## src/rtl/seg7_pkg.sv

```systemverilog
// Shared constants for the 4-digit common-anode 7-segment scan driver:
// active-low glyphs (dp bit held off), anode idle pattern and scan states.
package seg7_pkg;

  // Glyphs are active low, bit order {dp, g, f, e, d, c, b, a}; dp kept off here.
  localparam logic [7:0] SEG_0   = 8'hC0;
  localparam logic [7:0] SEG_1   = 8'hF9;
  localparam logic [7:0] SEG_2   = 8'hA4;
  localparam logic [7:0] SEG_3   = 8'hB0;
  localparam logic [7:0] SEG_4   = 8'h99;
  localparam logic [7:0] SEG_5   = 8'h92;
  localparam logic [7:0] SEG_6   = 8'h82;
  localparam logic [7:0] SEG_7   = 8'hF8;
  localparam logic [7:0] SEG_8   = 8'h80;
  localparam logic [7:0] SEG_9   = 8'h90;
  localparam logic [7:0] SEG_A   = 8'h88;
  localparam logic [7:0] SEG_B   = 8'h83;
  localparam logic [7:0] SEG_C   = 8'hC6;
  localparam logic [7:0] SEG_D   = 8'hA1;
  localparam logic [7:0] SEG_E   = 8'h86;
  localparam logic [7:0] SEG_F   = 8'h8E;
  localparam logic [7:0] SEG_OFF = 8'hFF;

  // All anodes released (active-low drive).
  localparam logic [3:0] AN_OFF = 4'b1111;

  // Each digit slot is a short dark gap followed by the lit interval.
  typedef enum logic {
    ST_BLANK = 1'b0,
    ST_ON    = 1'b1
  } scan_state_t;

endpackage

```

## src/rtl/seg7_hex_decode.sv

```systemverilog
// Combinational hex digit to active-low 7-segment glyph (segments g..a only).
module seg7_hex_decode (
  input  logic [3:0] i_val,
  output logic [6:0] o_glyph
);

  import seg7_pkg::*;

  // Glyph lookup; the decimal point is merged by the caller.
  always_comb begin
    o_glyph = SEG_OFF[6:0];
    case (i_val)
      4'h0:    o_glyph = SEG_0[6:0];
      4'h1:    o_glyph = SEG_1[6:0];
      4'h2:    o_glyph = SEG_2[6:0];
      4'h3:    o_glyph = SEG_3[6:0];
      4'h4:    o_glyph = SEG_4[6:0];
      4'h5:    o_glyph = SEG_5[6:0];
      4'h6:    o_glyph = SEG_6[6:0];
      4'h7:    o_glyph = SEG_7[6:0];
      4'h8:    o_glyph = SEG_8[6:0];
      4'h9:    o_glyph = SEG_9[6:0];
      4'hA:    o_glyph = SEG_A[6:0];
      4'hB:    o_glyph = SEG_B[6:0];
      4'hC:    o_glyph = SEG_C[6:0];
      4'hD:    o_glyph = SEG_D[6:0];
      4'hE:    o_glyph = SEG_E[6:0];
      4'hF:    o_glyph = SEG_F[6:0];
      default: o_glyph = SEG_OFF[6:0];
    endcase
  end

endmodule

```

## src/rtl/seg7_scan_mux.sv

```systemverilog
// Time-multiplexed driver for a 4-digit common-anode 7-segment display.
// New digit data is staged in a pending register and only copied into the
// displayed register at a frame boundary, so a frame never mixes old and new
// values. Each slot starts with a dark gap to hide anode/segment ghosting.
module seg7_scan_mux #(
  parameter int DIGIT_CYCLES = 20000,
  parameter int BLANK_CYCLES = 1000
) (
  input  logic        clk,
  input  logic        rst,
  input  logic        enable,
  input  logic        load,
  input  logic [15:0] digits,
  input  logic [3:0]  dp_in,
  input  logic [3:0]  en_in,
  input  logic        lz_sup,
  output logic [3:0]  an,
  output logic [7:0]  seg,
  output logic        frame_done,
  output logic        upd_ack
);

  import seg7_pkg::*;

  localparam int CW = (DIGIT_CYCLES > 1) ? $clog2(DIGIT_CYCLES) : 1;
  localparam logic [CW-1:0] CNT_LAST  = CW'(DIGIT_CYCLES - 1);
  localparam logic [CW-1:0] CNT_BLANK = CW'(BLANK_CYCLES);

  scan_state_t   r_state, w_state_next;
  logic [CW-1:0] r_cnt, w_cnt_next;
  logic [1:0]    r_idx, w_idx_next;

  logic [15:0]   r_pend_digits, r_disp_digits;
  logic [3:0]    r_pend_dp, r_pend_en, r_disp_dp, r_disp_en;
  logic          r_pend_lz, r_disp_lz, r_pend_vld;

  logic [3:0]    r_an;
  logic [7:0]    r_seg;
  logic          r_frame_done, r_upd_ack;

  logic          w_wrap, w_commit;
  logic [3:0]    w_zod, w_sup;
  logic [3:0]    w_cur_val;
  logic [6:0]    w_glyph;
  logic [3:0]    w_an_next;
  logic [7:0]    w_seg_next;

  // The frame ends on the last lit cycle of digit3; pending data is committed
  // there, or straight away while scanning is disabled.
  assign w_wrap   = enable && (r_state == ST_ON) && (r_cnt == CNT_LAST) && (r_idx == 2'd3);
  assign w_commit = r_pend_vld && (w_wrap || !enable);

  // Scan position registers.
  always_ff @(posedge clk) begin
    if (rst) begin
      r_state <= ST_BLANK;
      r_cnt   <= '0;
      r_idx   <= 2'd0;
    end else begin
      r_state <= w_state_next;
      r_cnt   <= w_cnt_next;
      r_idx   <= w_idx_next;
    end
  end

  // Slot counter, digit index and BLANK/ON sequencing; disable parks at digit0 BLANK.
  always_comb begin
    w_cnt_next   = r_cnt;
    w_idx_next   = r_idx;
    w_state_next = r_state;
    if (!enable) begin
      w_cnt_next   = '0;
      w_idx_next   = 2'd0;
      w_state_next = ST_BLANK;
    end else begin
      if (r_cnt == CNT_LAST) begin
        w_cnt_next = '0;
        w_idx_next = r_idx + 2'd1;
      end else begin
        w_cnt_next = r_cnt + 1'b1;
      end
      case (r_state)
        ST_BLANK: if (w_cnt_next >= CNT_BLANK) w_state_next = ST_ON;
        ST_ON:    if ((r_cnt == CNT_LAST) && (CNT_BLANK != '0)) w_state_next = ST_BLANK;
        default:  w_state_next = ST_BLANK;
      endcase
    end
  end

  // Pending/display registers: a load landing on a commit cycle stays pending.
  always_ff @(posedge clk) begin
    if (rst) begin
      r_pend_vld    <= 1'b0;
      r_pend_digits <= '0;
      r_pend_dp     <= '0;
      r_pend_en     <= '0;
      r_pend_lz     <= 1'b0;
      r_disp_digits <= '0;
      r_disp_dp     <= '0;
      r_disp_en     <= '0;
      r_disp_lz     <= 1'b0;
      r_upd_ack     <= 1'b0;
    end else begin
      if (w_commit) begin
        r_disp_digits <= r_pend_digits;
        r_disp_dp     <= r_pend_dp;
        r_disp_en     <= r_pend_en;
        r_disp_lz     <= r_pend_lz;
      end
      if (load) begin
        r_pend_digits <= digits;
        r_pend_dp     <= dp_in;
        r_pend_en     <= en_in;
        r_pend_lz     <= lz_sup;
        r_pend_vld    <= 1'b1;
      end else if (w_commit) begin
        r_pend_vld    <= 1'b0;
      end
      r_upd_ack <= w_commit;
    end
  end

  // Leading-zero suppression: a zero digit goes dark when every digit to its
  // left is zero or disabled. Digit0 always shows.
  for (genvar gi = 0; gi < 4; gi++) begin : g_digit
    assign w_zod[gi] = (r_disp_digits[gi*4 +: 4] == 4'd0) || !r_disp_en[gi];
    if (gi == 0) begin : g_lsd
      assign w_sup[gi] = 1'b0;
    end else begin : g_hi
      localparam logic [3:0] HI_MASK = 4'(4'hF << (gi + 1));
      assign w_sup[gi] = r_disp_lz && (r_disp_digits[gi*4 +: 4] == 4'd0) &&
                         (&(w_zod | ~HI_MASK));
    end
  end

  assign w_cur_val = r_disp_digits[{r_idx, 2'b00} +: 4];

  seg7_hex_decode u_dec (
    .i_val   (w_cur_val),
    .o_glyph (w_glyph)
  );

  // Next anode/segment pattern; dark digits keep their anode so brightness is even.
  always_comb begin
    w_an_next  = AN_OFF;
    w_seg_next = SEG_OFF;
    if (enable && (r_state == ST_ON)) begin
      w_an_next = ~(4'b0001 << r_idx);
      if (!r_disp_en[r_idx]) begin
        w_seg_next = SEG_OFF;
      end else if (w_sup[r_idx]) begin
        w_seg_next = {~r_disp_dp[r_idx], 7'h7F};
      end else begin
        w_seg_next = {~r_disp_dp[r_idx], w_glyph};
      end
    end
  end

  // Registered display outputs and frame pulse.
  always_ff @(posedge clk) begin
    if (rst) begin
      r_an         <= AN_OFF;
      r_seg        <= SEG_OFF;
      r_frame_done <= 1'b0;
    end else begin
      r_an         <= w_an_next;
      r_seg        <= w_seg_next;
      r_frame_done <= w_wrap;
    end
  end

  assign an         = r_an;
  assign seg        = r_seg;
  assign frame_done = r_frame_done;
  assign upd_ack    = r_upd_ack;

endmodule

```

## config.mk

```make
export PLATFORM = sky130hd
export DESIGN_NAME = seg7_scan_mux
export DESIGN_NICKNAME = d
export VERILOG_FILES = /design/src/rtl/seg7_pkg.sv /design/src/rtl/seg7_hex_decode.sv /design/src/rtl/seg7_scan_mux.sv
export SDC_FILE = /design/constraint.sdc
export NUM_CORES = 1
export LEC_CHECK = 0
export BUFFER_PORTS_ARGS = -buffer_cell sky130_fd_sc_hd__buf_4
export CAP_MARGIN = 20
export CORE_MARGIN = 2
export CORE_UTILIZATION = 62
export DETAILED_ROUTE_END_ITERATION = 12
export HOLD_SLACK_MARGIN = 0.02
export PLACE_DENSITY = 0.83
export SYNTH_ARGS = -nofsm -noshare
export SYNTH_HDL_FRONTEND = slang
export SYNTH_SLANG_ARGS = --single-unit
```

## constraint.sdc

```tcl
create_clock -name clk -period 3 [get_ports clk]
set_clock_uncertainty 0.05 [all_clocks]
set_input_delay 0.6 -clock clk [delete_from_list [all_inputs] [get_ports clk]]
set_output_delay 0.6 -clock clk [all_outputs]
set_load 0.01 [all_outputs]
```

==> impl_metrics.toml, run 1 <==
[timing]
whs_ns = 0.416
hold_violations = 0
tns_ns = 0
max_freq_mhz = 427
tightest_slew_ns = 0.665
fin_crit_sh_pct = 78.1
relSlewSlack_pct = 55.6
grt_setup_unrepaired = "no"
setup_slack_ns = 0.657
setup_viol = 0
fin_crit_ns = 2.34
drv_slew = 0

[logic_synthesis]
synth_compound_area_share_pct = 12.3
postSynthAreaPerCell_sq_um = 9.60
muxShareOfSynthArea_pct = 12.1
synth.distinct_cells = 45
synth-simple-area-share_pct = 17.3
ys_warn_count = 0
synthTopCellsByArea = "dfxtp_1, mux2i_1, nand3_1"
synth_top_family_by_area = "simple AND/OR/NAND/NOR gates"
synthAdderAreaFrac_pct = 3.70
ys_seq_area_share_pct = 44.6
synth_top_area_share_pct = 44.6
syn_nets = 428
syn-cell-area_sq_mm = 0.00372
ys_ff_latch = 83
yosys.area.top_type = "dfxtp_1"
syn_inst = 388
synthXorXnorAreaFrac_pct = 3.76

[cts]
post_cts_buffers = 0
cts_root_buf = "clkbuf_8"
cts_buffer_depth = 2
numClockSinks = 83
cts_max_level = 3
ctsResizeCount = 0
cts_hold_buffers = 0
cts_tree = "yes"
numCtsBuffers = 9
clkSlewWorstSetupHoldPaths_ns = 0.09
insertion_delay_ns = 0.36

[place]
dp.cells = 477
dp_hpwl_microns = 4880
pre_cts_slack_ns = 0.629
portBuffers = 42
gp_congestion = 0.814

[critical_path]
endpoint_kind = "flop"
reg2reg_slack_ns = 0.66
rr_startpoint = "r_idx[0]"
cp.arrival_ns = 2.52
r2r_cells = 7
critical_path_class = "flop to flop"
r2r-end = "seg[1]"
critPathLaunchType = "flop"
required_ns = 3.17
cp_max_fo = 11

[cells_and_area]
drive_gt1_share_pct = 17.9
area_growth_pct = 10.7
antenna_cells = 0
final_common_cell = "dfxtp_1"
final_cells = 493
fin_nets = 453
final_cell_mix = "dfxtp_1, nor2_1, buf_4"

[job]
cap_violations = 0

[power_and_ir_drop]
ir_worst_vdd_mv = 0.435
p_leak_uw = 0.00155
powerDensity_mw_per_mm2 = 491

[routing]
vias_per_cell = 5.84
drc = 0
drt_iter0_drc = 130
ant_nets = 0
vias = 2877
first_pass_iters = 4
wire_per_inst_microns = 14.5
routed_wl_microns = 7140

[die]
die_w_microns = 81.5
fp.dieH_microns = 81.5
ios = 43
initial_core_util_pct = 63.6
fp-row-count = 28
core_sq_mm = 0.00585
dieArea_sq_mm = 0.00664

[global_route]
grt_pass1_vias = 2682
grt_use_total_pct = 24.0
grt_antenna_before_repair = 0
grt-busiest-layer = "met2"
use_met1_pct = 31.4
grt_max_degree = 55
use_met3_pct = 4.51
gr-usage-met2_pct = 38.4
grt_pass1_wl_microns = 12200
grt_overflow = 0

[status]
status = "completed"

[min_path]
hp-start = "digits[12]"
hold-path-endpoint = "r_pend_digits[12]"
holdPathStages = 3
hold_class = "input pin to flop"
[through the flow]
stage / instance area [sq um] / power [uW] / utilization, %
after floorplan: 3720 / 1270 / -
after global placement: 3940 / 1300 / 67.3
after detailed placement: 3940 / 1310 / 67.3
after CTS: 4120 / 2040 / 70.4
after global routing: 4120 / 2110 / 70.4
final: 4120 / 2020 / 70.4
[layer usage]
| metal | wire, microns | vias to the layer above |
|---|---|---|
| li1 | - | 1418 |
| met1 | 3170 | 1345 |
| met2 | 3400 | 97 |
| met3 | 403 | 17 |
| met4 | 161 | 0 |
| met5 | 0 | - |
[worst max-delay path by stage]
| stage | from | to | slack, ns | depth (start not counted) |
|---|---|---|---|---|
| 6_report | r_idx[0] | seg[1] | 0.66 | 7 |
| 3_3_place_gp | rst | seg[2] | 0.74 | 5 |
| 2_1_floorplan | r_idx[0] | seg[0] | 1.07 | 6 |
| 4_1_cts | r_idx[0] | seg[1] | 0.64 | 7 |
| 3_5_place_dp | rst | seg[2] | 0.63 | 5 |
| 5_1_grt | r_idx[0] | seg[1] | 0.41 | 7 |
[logic make-up (layout without fill, tap and decap cells)]
family / Yosys count / after routing
and+or+nand+nor: 125 / 125
DFF: 83 / 83
AOI/OAI and AO/OA: 79 / 79
muxes: 37 / 37
buffers and inverters: 37 / 67
xor gates and xnor gates: 16 / 16
adders and majority gates: 11 / 11
[worst max-delay path: stages (launching register included)]
cell and delay (ns):
dfxtp_1 0.67, mux4_2 0.67, inv_1 0.16, ha_1 0.25, nand2b_1 0.09, nand2_1 0.07
a32oi_1 0.19, nand2_1 0.08
[sequential cells by signal, indices dropped and copies added, names as in the netlist]
register / flops
r_cnt: 15
r_pend_en: 4
an: 4
r_pend_dp: 4
r_disp_digits: 16
r_disp_lz: 1
r_pend_digits: 16
frame_done: 1
r_pend_vld: 1
upd_ack: 1
r_disp_en: 4
r_state: 1
r_pend_lz: 1
r_idx: 2
seg: 8
r_disp_dp: 4
[synthesized netlist by cell type, drive strengths merged]
| library cell | count |
|---|---|
| a211o | 1 |
| a21o | 1 |
| a21oi | 33 |
| a2bb2oi | 1 |
| a31oi | 2 |
| a32oi | 1 |
| and2 | 1 |
| and4 | 3 |
| and4bb | 1 |
| buf | 18 |
| clkbuf | 11 |
| dfxtp | 83 |
| ha | 11 |
| inv | 8 |
| mux2 | 3 |
| mux2i | 28 |
| mux4 | 6 |
| nand2 | 13 |
| nand2b | 5 |
| nand3 | 38 |
| nand4 | 4 |
| nand4b | 1 |
| nor2 | 44 |
| nor2b | 2 |
| nor3 | 2 |
| nor3b | 1 |
| nor4 | 5 |
| o211ai | 5 |
| o21a | 1 |
| o21ai | 30 |
| o221ai | 2 |
| o22ai | 1 |
| o41ai | 1 |
| or2 | 2 |
| or2b | 1 |
| or3 | 2 |
| xnor2 | 10 |
| xor2 | 6 |
[final cells by class]
type | instances | area [sq um]
Clock inverter | 7 | 58.8
Inverter | 8 | 30.0
Sequential cell | 83 | 1660
Fill cell | 447 | 1730
Timing Repair Buffer | 43 | 323
Multi-Input combinational cell | 268 | 1830
Clock buffer | 9 | 124
Tap cell | 75 | 93.8
[power by group]
group,internal (uW),switching [uW]
clock,312,430
combinational,59.6,74.7
sequential,1130,16.7
(Power assumes the default switching activity.)
==> run 2: changes to the inputs <==
CORE_UTILIZATION = 58   (was 62)
PLACE_DENSITY = 0.78   (was 0.83)
clock period = 2.5 ns   (was 3 ns; I/O delays follow)
==> run 2 against run 1 <==
Sequential power rose by 19%. Via count decreased by 3.2%. Combinational power is 21% higher. Worst setup slack got worse by 0.31 ns. Register-to-register slack worse by 0.31 ns. Maximum frequency up 9.0%. Die area is 6.6% higher. Flip-flop and latch count stayed put. Wire length down 4.4%. Largest cell class unchanged. Highest routed layer unchanged.
==> impl_metrics.toml, run 2 (same netlist as run 1, synthesis figures left out) <==
[cts]
cts_buffer_depth = 2
ctsResizeCount = 0
cts_root_buf = "clkbuf_8"
numCtsBuffers = 9
numClockSinks = 83
post_cts_buffers = 0
cts_tree = "yes"
cts_hold_buffers = 0
insertion_delay_ns = 0.34
clkSlewWorstSetupHoldPaths_ns = 0.08
cts_max_level = 3

[die]
fp.dieH_microns = 84.1
core_sq_mm = 0.00628
fp-row-count = 29
initial_core_util_pct = 59.3
ios = 43
die_w_microns = 84.1
dieArea_sq_mm = 0.00708

[critical_path]
r2r-end = "r_disp_dp[0]"
required_ns = 2.72
critPathLaunchType = "flop"
r2r_cells = 7
endpoint_kind = "flop"
cp.arrival_ns = 2.37
crit_end = "r_disp_dp[0]"
cp_max_fo = 25
crit_start = "r_cnt[0]"
reg2reg_slack_ns = 0.35
rr_startpoint = "r_cnt[0]"
critical_path_class = "flop to flop"

[global_route]
grt_overflow = 0
grt_max_degree = 54
grt_use_total_pct = 20.9
grt_pass1_vias = 2664
grt_antenna_before_repair = 0
grt_pass1_wl_microns = 12100

[power_and_ir_drop]
netSwitchingFraction_pct = 24.2
p_leak_uw = 0.00158
power_frac_clock_pct = 38.6
ir_worst_vdd_mv = 0.424
power_frac_comb_pct = 6.5
pwr-share-seq_pct = 54.9
p_int_uw = 1900
powerDensity_mw_per_mm2 = 600
finalPower_uw = 2500
p_switching_uw = 606

[cells_and_area]
final_cell_mix = "dfxtp_1, buf_4, nor2_1"
final_cells = 499
post-route-util_pct = 66.4
fin_nets = 457
antenna_cells = 0
area_growth_pct = 12.0
drive_gt1_share_pct = 18.7
final_common_cell = "dfxtp_1"
top_regs = "r_disp_digits: 16 flops, r_pend_digits: 16 flops, r_cnt: 15 flops"

[timing]
fin_crit_sh_pct = 86.0
relSlewSlack_pct = 56.9
drv_slew = 0
whs_ns = 0.334
fin_crit_ns = 2.15
max_freq_mhz = 465
hold_violations = 0
tns_ns = 0
setup_viol = 0
grt_setup_unrepaired = "no"
tightest_slew_ns = 0.646

[routing]
first_pass_iters = 4
vias_per_cell = 5.58
routed_wl_microns = 6820
drt_iter0_drc = 139
wire_per_inst_microns = 13.7
drc = 0
vias = 2785
ant_nets = 0

[place]
gp_congestion = 0.830
portBuffers = 42
dp_hpwl_microns = 4670
dp.cells = 483

[job]
cap_violations = 0

[min_path]
hold_class = "input pin to flop"

[status]
status = "completed"
run 2: cell count changes in the layout (fill, tap and decap cells not counted), sizes merged:
cell / change
buf: +4
inv: -1
bufinv: +1
run 2: layer usage:
metal  routed length [microns]  global-route usage, %  part of all wire (%)
met1                      3360                   29.7                    49
met2                      3060                   30.7                    45
met3                       296                   5.44                   4.3
met4                       109                   7.77                   1.6
met5                         0                      0                     0
run 2: worst min path at each step:
stage / from / to / slack [ns] / cells past startpoint
floorplan: r_cnt[0] / r_cnt[0] / 0.37 / 1
global placement: r_cnt[0] / r_cnt[0] / 0.38 / 1
detailed placement: r_cnt[0] / r_cnt[0] / 0.38 / 1
CTS: digits[12] / r_pend_digits[12] / 0.32 / 3
global route: digits[11] / r_pend_digits[11] / 0.32 / 3
finish: dp_in[1] / r_pend_dp[1] / 0.33 / 3
run 2: critical path, cell delays in order (launching register included):
cell and delay [ns]:
dfxtp_1 0.36, ha_1 0.26, and4_1 0.41, nand4b_4 0.24
o21ai_4 0.17, buf_4 0.28, nand3_1 0.13, a21oi_1 0.17
run 2: through the flow:
stage / worst slack (ns) / cell area (sq um)
finish: 0.350 / 4170
global route: 0.121 / 4170
CTS: 0.346 / 4170
detailed placement: 0.374 / 3970
global placement: 0.452 / 3970
floorplan: 0.574 / 3720
run 2: layout make-up:
cell class / instances / area, sq um
Fill cell: 510 / 2110
Multi-Input combinational cell: 268 / 1830
Sequential cell: 83 / 1660
Timing Repair Buffer: 47 / 353
Clock buffer: 9 / 124
Tap cell: 77 / 96.3
Clock inverter: 7 / 76.3
Inverter: 8 / 30.0
run 2: power groups by stage:
stage / Clock, uW / Combinational [uW] / Sequential (uW)
3_5_place_dp: 0 / 163 / 1410
5_1_grt: 1050 / 183 / 1380
2_1_floorplan: 0 / 119 / 1400
6_report: 967 / 162 / 1370
4_1_cts: 993 / 163 / 1370
3_3_place_gp: 0 / 159 / 1410
